## config.mk

```make
export PLATFORM = sky130hd
export DESIGN_NAME = modulo_verificador_ataque
export DESIGN_NICKNAME = d
export VERILOG_FILES = /design/src/rtl/modulo_verificador_ataque_pkg.sv /design/src/rtl/modulo_verificador_ataque_varredura.sv /design/src/rtl/modulo_verificador_ataque.sv
export SDC_FILE = /design/constraint.sdc
export NUM_CORES = 1
export LEC_CHECK = 0
export BUFFER_PORTS_ARGS = -buffer_cell sky130_fd_sc_hd__buf_2
export CORE_MARGIN = 3
export CORE_UTILIZATION = 35
export CTS_BUF_LIST = sky130_fd_sc_hd__clkbuf_4
export DETAILED_ROUTE_END_ITERATION = 8
export PLACE_DENSITY_LB_ADDON = 0.2
export SLEW_MARGIN = 40
export SYNTH_ARGS = -nofsm -noshare
export SYNTH_HDL_FRONTEND = slang
export SYNTH_SLANG_ARGS = --single-unit
export TNS_END_PERCENT = 50
```

## constraint.sdc

```tcl
create_clock -name clk -period 3.5 [get_ports clk]
set_input_delay 0.7 -clock clk [delete_from_list [all_inputs] [get_ports clk]]
set_output_delay 0.7 -clock clk [all_outputs]
set_load 0.005 [all_outputs]
```

## src/rtl/modulo_verificador_ataque_pkg.sv

```systemverilog
// Shared definitions for the attack checker: board geometry, RGB result codes
// and FSM state encoding.
package modulo_verificador_ataque_pkg;

   localparam int LINHAS   = 7;
   localparam int COLUNAS  = 5;
   localparam int NCELULAS = LINHAS * COLUNAS;
   localparam int IDXW     = 6;

   localparam logic [IDXW-1:0] ULTIMA_CELULA = IDXW'(NCELULAS - 1);

   typedef logic [1:0] rgb_t;

   localparam rgb_t RGB_NADA     = 2'b00;
   localparam rgb_t RGB_AGUA     = 2'b01;
   localparam rgb_t RGB_ACERTO   = 2'b10;
   localparam rgb_t RGB_REPETIDO = 2'b11;

   typedef enum logic [2:0] {
      ST_IDLE,
      ST_CHECK,
      ST_MARK,
      ST_WAIT,
      ST_SCAN,
      ST_DONE
   } estado_t;

   // Row-major cell index; callers must range-check the coordinate first.
   function automatic logic [IDXW-1:0] indice_celula(input logic [2:0] linha,
                                                     input logic [2:0] coluna);
      return IDXW'(linha) * IDXW'(COLUNAS) + IDXW'(coluna);
   endfunction

endpackage

```

## src/rtl/modulo_verificador_ataque_varredura.sv

```systemverilog
// Board scanner: after a start pulse, walks every cell once and counts ship
// cells that have not been attacked yet.
module modulo_varredura_navios
   import modulo_verificador_ataque_pkg::*;
(
   input  logic                clk,
   input  logic                clr,
   input  logic                start_i,
   input  logic                abort_i,
   input  logic [NCELULAS-1:0] m_po_i,
   input  logic [NCELULAS-1:0] m_at_i,
   output logic                done_o,
   output logic [IDXW-1:0]     count_o
);

   logic [IDXW-1:0] cnt_q;
   logic [IDXW-1:0] acc_q;
   logic            busy_q;
   logic            celula_viva;

   // Cell order does not matter for the count, so the counter indexes bits directly.
   assign celula_viva = m_po_i[cnt_q] & m_at_i[cnt_q];
   assign done_o      = busy_q && (cnt_q == ULTIMA_CELULA);
   assign count_o     = acc_q + IDXW'(celula_viva);

   always_ff @(posedge clk or negedge clr) begin
      if (!clr) begin
         cnt_q  <= '0;
         acc_q  <= '0;
         busy_q <= 1'b0;
      end else if (abort_i || start_i) begin
         cnt_q  <= '0;
         acc_q  <= '0;
         busy_q <= start_i && !abort_i;
      end else if (busy_q) begin
         acc_q <= count_o;
         if (done_o) begin
            busy_q <= 1'b0;
         end else begin
            cnt_q <= cnt_q + 1'b1;
         end
      end
   end

endmodule

```

## src/rtl/modulo_verificador_ataque.sv

```systemverilog
// Resolves one attack shot: classifies it, marks the attack matrix, rescans
// the fleet and reports the RGB result and game-over.
module modulo_verificador_ataque
   import modulo_verificador_ataque_pkg::*;
(
   input  logic                clk,
   input  logic                clr,
   input  logic                novo_jogo,
   input  logic                atk_valid,
   input  logic [2:0]          atk_linha,
   input  logic [2:0]          atk_coluna,
   input  logic [NCELULAS-1:0] m_po,
   input  logic [NCELULAS-1:0] m_at,
   output logic                atk_ready,
   output logic                wr_en,
   output logic [IDXW-1:0]     wr_idx,
   output logic [1:0]          rgb,
   output logic                result_valid,
   output logic [IDXW-1:0]     acertos,
   output logic [IDXW-1:0]     restantes,
   output logic                game_over
);

   estado_t         state_q;
   logic [2:0]      linha_q;
   logic [2:0]      coluna_q;
   rgb_t            classe_q;
   rgb_t            rgb_q;
   logic            wr_en_q;
   logic [IDXW-1:0] wr_idx_q;
   logic            result_valid_q;
   logic [IDXW-1:0] acertos_q;
   logic [IDXW-1:0] restantes_q;
   logic            game_over_q;

   logic            coord_ok;
   logic [IDXW-1:0] idx;
   logic [IDXW-1:0] pos;
   logic            scan_done;
   logic [IDXW-1:0] scan_count;

   assign coord_ok = (32'(linha_q) < LINHAS) && (32'(coluna_q) < COLUNAS);
   assign idx      = indice_celula(linha_q, coluna_q);
   assign pos      = ULTIMA_CELULA - idx;

   modulo_varredura_navios u_varredura (
      .clk     (clk),
      .clr     (clr),
      .start_i (state_q == ST_WAIT),
      .abort_i (novo_jogo),
      .m_po_i  (m_po),
      .m_at_i  (m_at),
      .done_o  (scan_done),
      .count_o (scan_count)
   );

   // Outputs are registered on the transition into the state that owns them,
   // so wr_en is high exactly during MARK and result_valid during DONE.
   always_ff @(posedge clk or negedge clr) begin
      if (!clr) begin
         state_q        <= ST_IDLE;
         linha_q        <= '0;
         coluna_q       <= '0;
         classe_q       <= RGB_NADA;
         rgb_q          <= RGB_NADA;
         wr_en_q        <= 1'b0;
         wr_idx_q       <= '0;
         result_valid_q <= 1'b0;
         acertos_q      <= '0;
         restantes_q    <= '0;
         game_over_q    <= 1'b0;
      end else if (novo_jogo) begin
         state_q        <= ST_IDLE;
         classe_q       <= RGB_NADA;
         rgb_q          <= RGB_NADA;
         wr_en_q        <= 1'b0;
         wr_idx_q       <= '0;
         result_valid_q <= 1'b0;
         acertos_q      <= '0;
         restantes_q    <= '0;
         game_over_q    <= 1'b0;
      end else begin
         wr_en_q        <= 1'b0;
         result_valid_q <= 1'b0;
         unique case (state_q)
            ST_IDLE: begin
               if (atk_valid && !game_over_q) begin
                  linha_q  <= atk_linha;
                  coluna_q <= atk_coluna;
                  state_q  <= ST_CHECK;
               end
            end
            ST_CHECK: begin
               if (!coord_ok || !m_at[pos]) begin
                  classe_q       <= RGB_REPETIDO;
                  rgb_q          <= RGB_REPETIDO;
                  result_valid_q <= 1'b1;
                  state_q        <= ST_DONE;
               end else begin
                  classe_q <= m_po[pos] ? RGB_ACERTO : RGB_AGUA;
                  if (m_po[pos]) begin
                     acertos_q <= acertos_q + 1'b1;
                  end
                  wr_en_q  <= 1'b1;
                  wr_idx_q <= idx;
                  state_q  <= ST_MARK;
               end
            end
            ST_MARK: state_q <= ST_WAIT;
            ST_WAIT: state_q <= ST_SCAN;
            ST_SCAN: begin
               if (scan_done) begin
                  restantes_q    <= scan_count;
                  rgb_q          <= classe_q;
                  result_valid_q <= 1'b1;
                  if (classe_q == RGB_ACERTO && scan_count == '0) begin
                     game_over_q <= 1'b1;
                  end
                  state_q <= ST_DONE;
               end
            end
            ST_DONE: state_q <= ST_IDLE;
            default: state_q <= ST_IDLE;
         endcase
      end
   end

   assign atk_ready    = (state_q == ST_IDLE) && !game_over_q;
   assign wr_en        = wr_en_q;
   assign wr_idx       = wr_idx_q;
   assign rgb          = rgb_q;
   assign result_valid = result_valid_q;
   assign acertos      = acertos_q;
   assign restantes    = restantes_q;
   assign game_over    = game_over_q;

endmodule

```

==> results of run 1 <==
[state kept, by name, indices dropped and copies added, names as in the netlist, 2 cells and up]
name               flops
state_q                3
u_varredura.cnt_q      6
u_varredura.acc_q      6
coluna_q               3
rgb                    2
acertos                6
wr_idx                 6
classe_q               2
linha_q                3
restantes              6
[through the flow]
step	instance area, um^2	instances
after floorplan	3850	355
after global placement	4720	602
after detailed placement	4730	602
after CTS	4980	617
after global routing	5160	621
final	5160	621
[cell usage in the layout, fill, tap and decap left out, types with 4 or more instances in the layout]
cell	count
nand3_1	12
inv_1	7
nand2_1	19
ha_1	9
mux4_2	38
buf_4	35
mux2i_1	11
a211oi_1	7
buf_12	4
clkbuf_4	5
nand4_1	5
o21ai_0	4
a21o_1	4
dfrtp_1	47
xnor2_1	4
buf_6	5
buf_2	102
mux2_2	8
ha_4	4
nor3_1	7
nor2_1	40
a21oi_1	15
xor2_1	10
nand2b_1	6
[path summary, 6_finish.rpt]
| path | from | end | slack (ns) | cells past startpoint |
|---|---|---|---|---|
| max in group asynchronous | clr | state_q[2] | 2.78 | 1 |
| min in group clk | restantes[1] | restantes[1] | 0.54 | 2 |
| worst min-delay path | clr | wr_idx[5] | 0.32 | 1 |
| worst min register to register | restantes[1] | restantes[1] | 0.54 | 2 |
| worst max register to register | linha_q[0] | wr_idx[1] | 0.01 | 11 |
| worst max-delay path | linha_q[0] | wr_idx[1] | 0.01 | 11 |
[worst max-delay path, stage by stage (launching register included)]
cell and delay [ns]:
dfrtp_1 0.44, ha_4 0.29, ha_4 0.21, fa_2 0.54
a21oi_4 0.26, xnor2_4 0.17, mux4_2 0.58, o211a_4 0.18
o31ai_4 0.29, buf_12 0.16, mux2i_1 0.18, nor2_1 0.06
[area by class of cell]
class | instances | area (um^2) | share of cell area [%]
Multi-Input combinational cell | 276 | 2810 | 54.6
Inverter | 7 | 26.3 | 0.510
Timing Repair Buffer | 146 | 910 | 17.6
Clock inverter | 3 | 20.0 | 0.388
Clock buffer | 5 | 37.5 | 0.728
Sequential cell | 47 | 1180 | 22.8
Tap cell | 136 | 170 | 3.30
Antenna cell | 1 | 2.50 | 0.0485
[timing repair]
item	in CTS	in global routing
gates resized for setup	19	34
pin swaps	13	17
setup endpoints to repair	21	21
buffers inserted	6	4
gates cloned	1	0
[cell families (layout without fill, tap and decap cells)]
| logic type | Yosys count | in the layout |
|---|---|---|
| compound gates | 75 | 75 |
| mux | 57 | 57 |
| simple gates | 110 | 110 |
| buf+inv | 32 | 161 |
| xor+xnor | 18 | 18 |
| flops | 47 | 47 |
| other cells | 0 | 1 |
| fa+ha+maj | 16 | 16 |
[layer usage]
| layer | global-route usage (%) | routed length (um) | vias up |
|---|---|---|---|
| met3 | 3.20 | 761 | 6 |
| met1 | 25.0 | 4570 | 1668 |
| met5 | 0 | 0 | - |
| li1 | - | - | 1641 |
| met2 | 28.7 | 5100 | 148 |
| met4 | 4.75 | 112 | 0 |
==> impl_metrics.env, run 1 <==
export IMPL_cp_max_fo=7
export IMPL_place_ws_ns=-0.239
export IMPL_finalCritPeriodShare_pct=99.7
export IMPL_final_net_count=579
export IMPL_via_per_inst=5.58
export IMPL_min_path_type="primary input to asynchronous set/reset pin"
export IMPL_synthAdderAreaFrac_pct=5.45
export IMPL_grt_overflow_total=0
export IMPL_synth_most_common_cell="dfrtp_1"
export IMPL_end_kind="flop"
export IMPL_drc=0
export IMPL_cp_arrival_ns=3.73
export IMPL_synth_common_cells="47 x dfrtp_1, 40 x nor2_1, 38 x mux4_2, 19 x a21oi_1, 19 x nand2_1"
export IMPL_first_iter_violations=167
export IMPL_cts_buffers=5
export IMPL_setup_viol=0
export IMPL_htree_levels=2
export IMPL_fin_util_pct=49.3
export IMPL_synthFlopType="dfrtp_1"
export IMPL_drt_total_wl_um=10500
export IMPL_cts_tree="built"
export IMPL_start_kind="flop"
export IMPL_grt_pass1_wl_um=17000
export IMPL_clkTransAtPathRegs_ns=0.14
export IMPL_slew_headroom_pct=54.0
export IMPL_yosysUniqueCellTypes=55
export IMPL_dieArea_um2=12200
export IMPL_clock_sinks=47
export IMPL_syn_nets=451
export IMPL_dpl_hpwl_um=8110
export IMPL_grt_pass1_vias=3329
export IMPL_io_pins=104
export IMPL_hold_slack_ns=0.324
export IMPL_synth_top_family_by_area="multiplexers"
export IMPL_outcome="finished clean"
export IMPL_hold_buffers=0
export IMPL_finalSetupTns_ns=0
export IMPL_area_growth_pct=35.2
export IMPL_synth_mux_area_share_pct=27.7
export IMPL_synth_area_leaders="dfrtp_1 31%, mux4_2 22%, ha_1 4.9%"
export IMPL_clock_skew_ns=0.00866
export IMPL_clk_latency_ns=0.37
export IMPL_slew_viol_final=0
export IMPL_required_ns=3.74
export IMPL_vias=3463
export IMPL_synth_edf_count=0
export IMPL_die_h_um=110
export IMPL_synthArstFlopShare_pct=100
export IMPL_finalHoldViolCount=0
export IMPL_max_freq_mhz=287
export IMPL_yosysTopAreaCellShare_pct=30.8
export IMPL_cts_path_max_buffers=2
export IMPL_synth_xor_area_share_pct=4.33
export IMPL_finalWeightedCongestion=0.853
export IMPL_antenna_found_initial=1
export IMPL_fin_ws_ns=0.0107
export IMPL_ys_seq_area_share_pct=30.8
export IMPL_port_buffers=103
export IMPL_first_pass_iters=4
export IMPL_yosysWarnings=0
export IMPL_yosys_area_top_type="dfrtp_1"
export IMPL_num_rows=37
export IMPL_nFillCells=989
export IMPL_die_x_um=110
export IMPL_worstSetupPathType="flop to flop"
export IMPL_maxCapViolations=0
export IMPL_grt_use_total_pct=17.9
export IMPL_fin_crit_ns=3.49
export IMPL_syn_inst=355
export IMPL_core_area_um2=10500
export IMPL_rsz0062_at_grt="yes"
export IMPL_synth_compound_area_share_pct=14.3
export IMPL_ys_ff_latch=47
export IMPL_grt_max_degree=48
export IMPL_synthSimpleGateAreaFrac_pct=13.9
export IMPL_wl_per_cell_um=17.0
export IMPL_postRouteAntennaNets=0
export IMPL_root_buffer="clkbuf_4"
export IMPL_synth_area_per_cell_um2=10.7
export IMPL_drive_above_1_share_pct=50.0
export IMPL_synth_area_um2=3810
export IMPL_worst_slew_pin_slew_ns=0.687
export IMPL_start_util_pct=36.5
Power of run 1 is not shown: default switching activity piles up to over one toggle a cycle in this logic, so the estimate is an artifact.
==> run 2: changes to the inputs <==
--- a/config.mk
+++ b/config.mk
@@ -8,7 +8,6 @@
 export BUFFER_PORTS_ARGS = -buffer_cell sky130_fd_sc_hd__buf_2
 export CORE_MARGIN = 3
 export CORE_UTILIZATION = 35
-export CTS_BUF_LIST = sky130_fd_sc_hd__clkbuf_4
 export DETAILED_ROUTE_END_ITERATION = 8
 export PLACE_DENSITY_LB_ADDON = 0.2
 export SLEW_MARGIN = 40
==> constraint.sdc (replaced) <==
create_clock -name clk -period 4.3 [get_ports clk]
set_input_delay 0.86 -clock clk [delete_from_list [all_inputs] [get_ports clk]]
set_output_delay 0.86 -clock clk [all_outputs]
set_load 0.005 [all_outputs]
==> impl_metrics.env, run 2 (synthesized netlist as in run 1, its figures left out) <==
export IMPL_num_rows=37
export IMPL_antenna_cells=0
export IMPL_clk_latency_ns=0.30
export IMPL_finalSetupTns_ns=0
export IMPL_crit_chain="ha_1, ha_1, fa_1, xor2_2, xnor2_2, mux4_2, o211a_2, o31ai_4, buf_4, mux2i_1, nor2_1"
export IMPL_setup_viol=0
export IMPL_htree_levels=2
export IMPL_clock_sinks=47
export IMPL_grt_pass1_vias=3289
export IMPL_worst_path_max_delay_cell="mux4_2"
export IMPL_final_area_um2=4560
export IMPL_wl_per_cell_um=17.0
export IMPL_max_stage_delay_ns=0.59
export IMPL_start_kind="flop"
export IMPL_clkTransAtPathRegs_ns=0.09
export IMPL_outcome="finished clean"
export IMPL_drc=0
export IMPL_die_x_um=110
export IMPL_core_area_um2=10500
export IMPL_layout_common_cells="103 x buf_2, 47 x dfrtp_1, 40 x nor2_1"
export IMPL_root_buffer="clkbuf_8"
export IMPL_required_ns=4.48
export IMPL_area_growth_pct=19.6
export IMPL_grt_max_degree=48
export IMPL_min_path_type="flop to flop"
export IMPL_grt_overflow_total=0
export IMPL_port_buffers=103
export IMPL_drt_total_wl_um=9940
export IMPL_fin_crit_ns=4.02
export IMPL_end_kind="flop"
export IMPL_drive_above_1_share_pct=38.4
export IMPL_cts_tree="built"
export IMPL_layout_commonest_cell="buf_2"
export IMPL_finalWeightedCongestion=0.783
export IMPL_vias=3349
export IMPL_first_iter_violations=241
export IMPL_dieArea_um2=12200
export IMPL_slew_headroom_pct=50.7
export IMPL_via_per_inst=5.72
export IMPL_maxCapViolations=0
export IMPL_antenna_found_initial=0
export IMPL_finalCritPeriodShare_pct=93.4
export IMPL_cp_arrival_ns=4.20
export IMPL_max_freq_mhz=249
export IMPL_grt_pass1_wl_um=16300
export IMPL_first_pass_iters=4
export IMPL_final_net_count=545
export IMPL_worstSetupPathType="flop to flop"
export IMPL_slew_viol_final=0
export IMPL_rsz0062_at_grt="no"
export IMPL_die_h_um=110
export IMPL_start_util_pct=36.5
export IMPL_io_pins=104
export IMPL_finalHoldViolCount=0
export IMPL_grt_use_total_pct=17.0
export IMPL_clock_skew_ns=0.00919
export IMPL_placed_area_um2=4460
export IMPL_cts_buffers=5
export IMPL_worst_slew_pin_slew_ns=0.740
export IMPL_cts_path_max_buffers=2
export IMPL_cp_max_fo=9
export IMPL_postRouteAntennaNets=0
export IMPL_crit_top_cell="ha_1"
export IMPL_dpl_hpwl_um=7860
## run 2: per-stage QoR
step | utilization, % | hold WS (ns) | setup slack (ns) | cells
3_5_place_dp | 42.6 | 0.526 | 0.0855 | 578
2_1_floorplan | - | 0.493 | 0.594 | 355
6_report | 43.6 | 0.538 | 0.282 | 586
4_1_cts | 43.5 | 0.539 | 0.0764 | 586
5_1_grt | 43.6 | 0.557 | 0.0630 | 586
3_3_place_gp | 42.6 | 0.513 | 0.224 | 578
## run 2: final timing paths
check	start	endpoint	slack, ns	cells past startpoint
hold reg to reg	wr_idx[4]	wr_idx[4]	0.54	2
setup / recovery	linha_q[0]	wr_idx[0]	0.28	11
max in group asynchronous	clr	game_over	3.24	2
setup reg to reg	linha_q[0]	wr_idx[0]	0.28	11
hold / removal	wr_idx[4]	wr_idx[4]	0.54	2
min in group asynchronous	clr	wr_en	0.65	2
## run 2: critical path: cells and delay by family (launching register included)
family	cells	cell delay, ns
compound gates	2	0.61
fa+ha+maj	3	1.18
xor+xnor	2	0.63
mux	2	0.77
simple gates	1	0.05
buf+inv	1	0.22
flops	1	0.42
## run 2: final cells by class
class / instances / area [um^2]
fillers: 1038 / 5900
inverters: 7 / 26.3
repair buffers: 112 / 583
clock buffers: 7 / 86.3
clock inverters: 1 / 8.76
flip-flops and latches: 47 / 1180
well taps: 136 / 170
multi-input cells: 276 / 2510
## run 2: layer usage
| layer | share of wire, % | wire length, um | vias to the layer above | track usage [%] |
|---|---|---|---|---|
| met2 | 47 | 4680 | 164 | 28.6 |
| met1 | 45 | 4450 | 1620 | 23.2 |
| met3 | 7.4 | 736 | 8 | 2.62 |
| li1 | - | - | 1557 | - |
| met5 | 0 | 0 | - | 0 |
| met4 | 0.85 | 85 | 0 | 3.96 |
## run 2: timing repair
action,4_1_cts,5_1_grt
resized for setup,0,1
setup endpoints to repair,0,4
buffers inserted,0,0
hold buffers,0,0
Power of run 2 is left out for the same reason.
==> run 3: changes to the inputs <==
--- a/config.mk
+++ b/config.mk
@@ -5,9 +5,10 @@
 export SDC_FILE = /design/constraint.sdc
 export NUM_CORES = 1
 export LEC_CHECK = 0
+export ABC_AREA = 1
 export BUFFER_PORTS_ARGS = -buffer_cell sky130_fd_sc_hd__buf_2
 export CORE_MARGIN = 3
-export CORE_UTILIZATION = 35
+export CORE_UTILIZATION = 40
 export DETAILED_ROUTE_END_ITERATION = 8
 export PLACE_DENSITY_LB_ADDON = 0.2
 export SLEW_MARGIN = 40
==> impl_metrics.env, run 3 <==
export IMPL_drt_total_wl_um=12500
export IMPL_grt_pass1_wl_um=20500
export IMPL_synth_common_cells="154 x nand2_1, 73 x nand3_1, 69 x inv_1, 47 x dfrtp_1, 47 x o21ai_0"
export IMPL_grt_overflow_total=0
export IMPL_die_h_um=107
export IMPL_grt_pass1_vias=4167
export IMPL_yosysTopAreaCellShare_pct=28.6
export IMPL_synthAdderAreaFrac_pct=5.05
export IMPL_worst_path_buf_inv=3
export IMPL_fin_cells=829
export IMPL_worst_path_max_delay_cell="dfrtp_1"
export IMPL_finalCritPeriodShare_pct=89.0
export IMPL_io_pins=104
export IMPL_post_cts_buffers=0
export IMPL_grt_max_degree=48
export IMPL_start_util_pct=41.5
export IMPL_postRouteAntennaNets=0
export IMPL_core_area_um2=9910
export IMPL_synthSimpleGateAreaFrac_pct=38.2
export IMPL_yosys_area_top_type="dfrtp_1"
export IMPL_final_net_count=791
export IMPL_rsz0062_at_grt="no"
export IMPL_port_buffers=103
export IMPL_cts_tree="built"
export IMPL_dp_cells=821
export IMPL_worstReg2RegEnd="game_over"
export IMPL_first_pass_iters=5
export IMPL_vias=4455
export IMPL_via_per_inst=5.37
export IMPL_finalSetupTns_ns=0
export IMPL_layout_commonest_cell="nand2_1"
export IMPL_synth_most_common_cell="nand2_1"
export IMPL_worst_slew_pin_slew_ns=0.749
export IMPL_drive_above_1_share_pct=23.3
export IMPL_whs_endpoint="rgb[0]"
export IMPL_layout_common_cells="154 x nand2_1, 102 x buf_2, 73 x nand3_1"
export IMPL_synth_top_family_by_area="simple AND/OR/NAND/NOR gates"
export IMPL_clock_sinks=47
export IMPL_reg2reg_depth=17
export IMPL_cp_max_fo=24
export IMPL_seq_area_um2=1180
export IMPL_whs_path_depth=2
export IMPL_area_growth_pct=17.3
export IMPL_hp_start="rgb[0]"
export IMPL_clock_skew_ns=0.00704
export IMPL_synthArstFlopShare_pct=100
export IMPL_antenna_found_initial=0
export IMPL_cp_arrival_ns=4.05
export IMPL_maxCapViolations=0
export IMPL_clk_latency_ns=0.30
export IMPL_synth_mux_area_share_pct=1.64
export IMPL_fin_ws_ns=0.471
export IMPL_end_kind="flop"
export IMPL_first_iter_violations=290
export IMPL_finalWeightedCongestion=0.933
export IMPL_fin_crit_ns=3.83
export IMPL_clkTransAtPathRegs_ns=0.09
export IMPL_ys_seq_area_share_pct=28.6
export IMPL_syn_nets=700
export IMPL_yosysWarnings=0
export IMPL_crit_reg2reg_launch="u_varredura.cnt_q[0]"
export IMPL_synth_edf_count=0
export IMPL_max_stage_delay_ns=0.84
export IMPL_synthFlopType="dfrtp_1"
export IMPL_synth_area_um2=4120
export IMPL_required_ns=4.52
export IMPL_multi_input_area_um2=2520
export IMPL_min_path_type="flop to flop"
export IMPL_synth_compound_area_share_pct=15.1
export IMPL_critical_path_top_delay_family="simple AND/OR/NAND/NOR gates"
export IMPL_crit_top_cell="nand2_1"
export IMPL_crit_chain="inv_2, nand2_1, inv_2, a22oi_1, o21ai_0, a21oi_1, nand4_1, nand3_1, nand2_1, nand2_1, inv_1, ha_1, ha_1, nand3_1, xor2_1, nand4_1, a21oi_1"
export IMPL_drc=0
export IMPL_yosysUniqueCellTypes=44
export IMPL_die_x_um=107
export IMPL_synth_xor_area_share_pct=1.28
export IMPL_hold_buffers=0
export IMPL_wl_per_cell_um=15.1
export IMPL_slew_viol_final=0
export IMPL_root_buffer="clkbuf_8"
export IMPL_worstSetupPathType="flop to flop"
export IMPL_synth_area_per_cell_um2=6.81
export IMPL_start_kind="flop"
export IMPL_r2r_setup_slack_ns=0.47
export IMPL_finalHoldViolCount=0
export IMPL_dieArea_um2=11500
export IMPL_ys_ff_latch=47
export IMPL_slew_headroom_pct=50.0
export IMPL_syn_inst=604
export IMPL_outcome="finished clean"
export IMPL_num_rows=36
export IMPL_antenna_cells=0
export IMPL_cts_buffers=5
export IMPL_dpl_hpwl_um=9620
export IMPL_grt_use_total_pct=21.5
export IMPL_nFillCells=1022
export IMPL_place_ws_ns=0.547
export IMPL_htree_levels=2
export IMPL_synth_area_leaders="dfrtp_1 29%, nand2_1 14%, nand3_1 8.9%"
export IMPL_max_freq_mhz=261
export IMPL_cts_path_max_buffers=2
export IMPL_setup_viol=0
export IMPL_cts_resized=0
[run 3: cell types whose count changed in the layout (fill, tap and decap cells not counted), sizes merged, moves of 7 or more]
cell    change
nand2     +149
nand3      +73
inv        +70
o21ai      +47
mux4       -38
mux2i      -11
a211oi      -8
a22oi       +8
buf         -7
nand2b      -7
[run 3: worst max path at each step]
stage	to	startpoint	slack, ns	cells after the start
finish	game_over	u_varredura.cnt_q[0]	0.47	17
floorplan	classe_q[0]	linha_q[0]	1.41	14
global placement	game_over	u_varredura.cnt_q[0]	0.53	19
detailed placement	game_over	u_varredura.cnt_q[0]	0.55	19
global route	game_over	u_varredura.cnt_q[0]	0.16	17
CTS	game_over	u_varredura.cnt_q[0]	0.53	19
[run 3: routing by layer]
metal,vias to the layer above,share of wire (%),routed length [um],GRT usage (%)
met3,17,6.9,866,3.72
li1,2205,-,-,-
met5,-,0,0,0
met2,171,46,5770,34.8
met1,2062,46,5780,30.3
met4,0,0.86,108,4.24
[run 3: cell families (layout without fill, tap and decap cells)]
family                     count (synthesis)  after routing
AOI/OAI and AO/OA                        107            107
xor gates and xnor gates                   6              6
adders and majority gates                 16             16
buffers and inverters                    100            192
DFF                                       47             47
muxes                                      6              6
and+or+nand+nor                          322            322
[run 3: final cells by class]
type | count | share of cell area [%]
Clock buffer | 6 | 1.50
Clock inverter | 2 | 1.24
Inverter | 79 | 6.19
Multi-Input combinational cell | 457 | 52.2
Sequential cell | 47 | 24.4
Tap cell | 133 | 3.45
Timing Repair Buffer | 105 | 11.0
[run 3: through the flow]
stage	hold slack [ns]	utilization, %	area, um^2
floorplan	0.456	-	4120
global placement	0.457	47.4	4690
detailed placement	0.464	47.4	4700
CTS	0.483	48.7	4830
global route	0.502	48.7	4830
finish	0.484	48.7	4830
[run 3: tightest hold or removal path: cells and delay by family, from the launching register on]
kind	cells	cell delay [ns]
and+or+nand+nor	2	0.09
DFF	1	0.36
Power of run 3 is left out for the same reason.
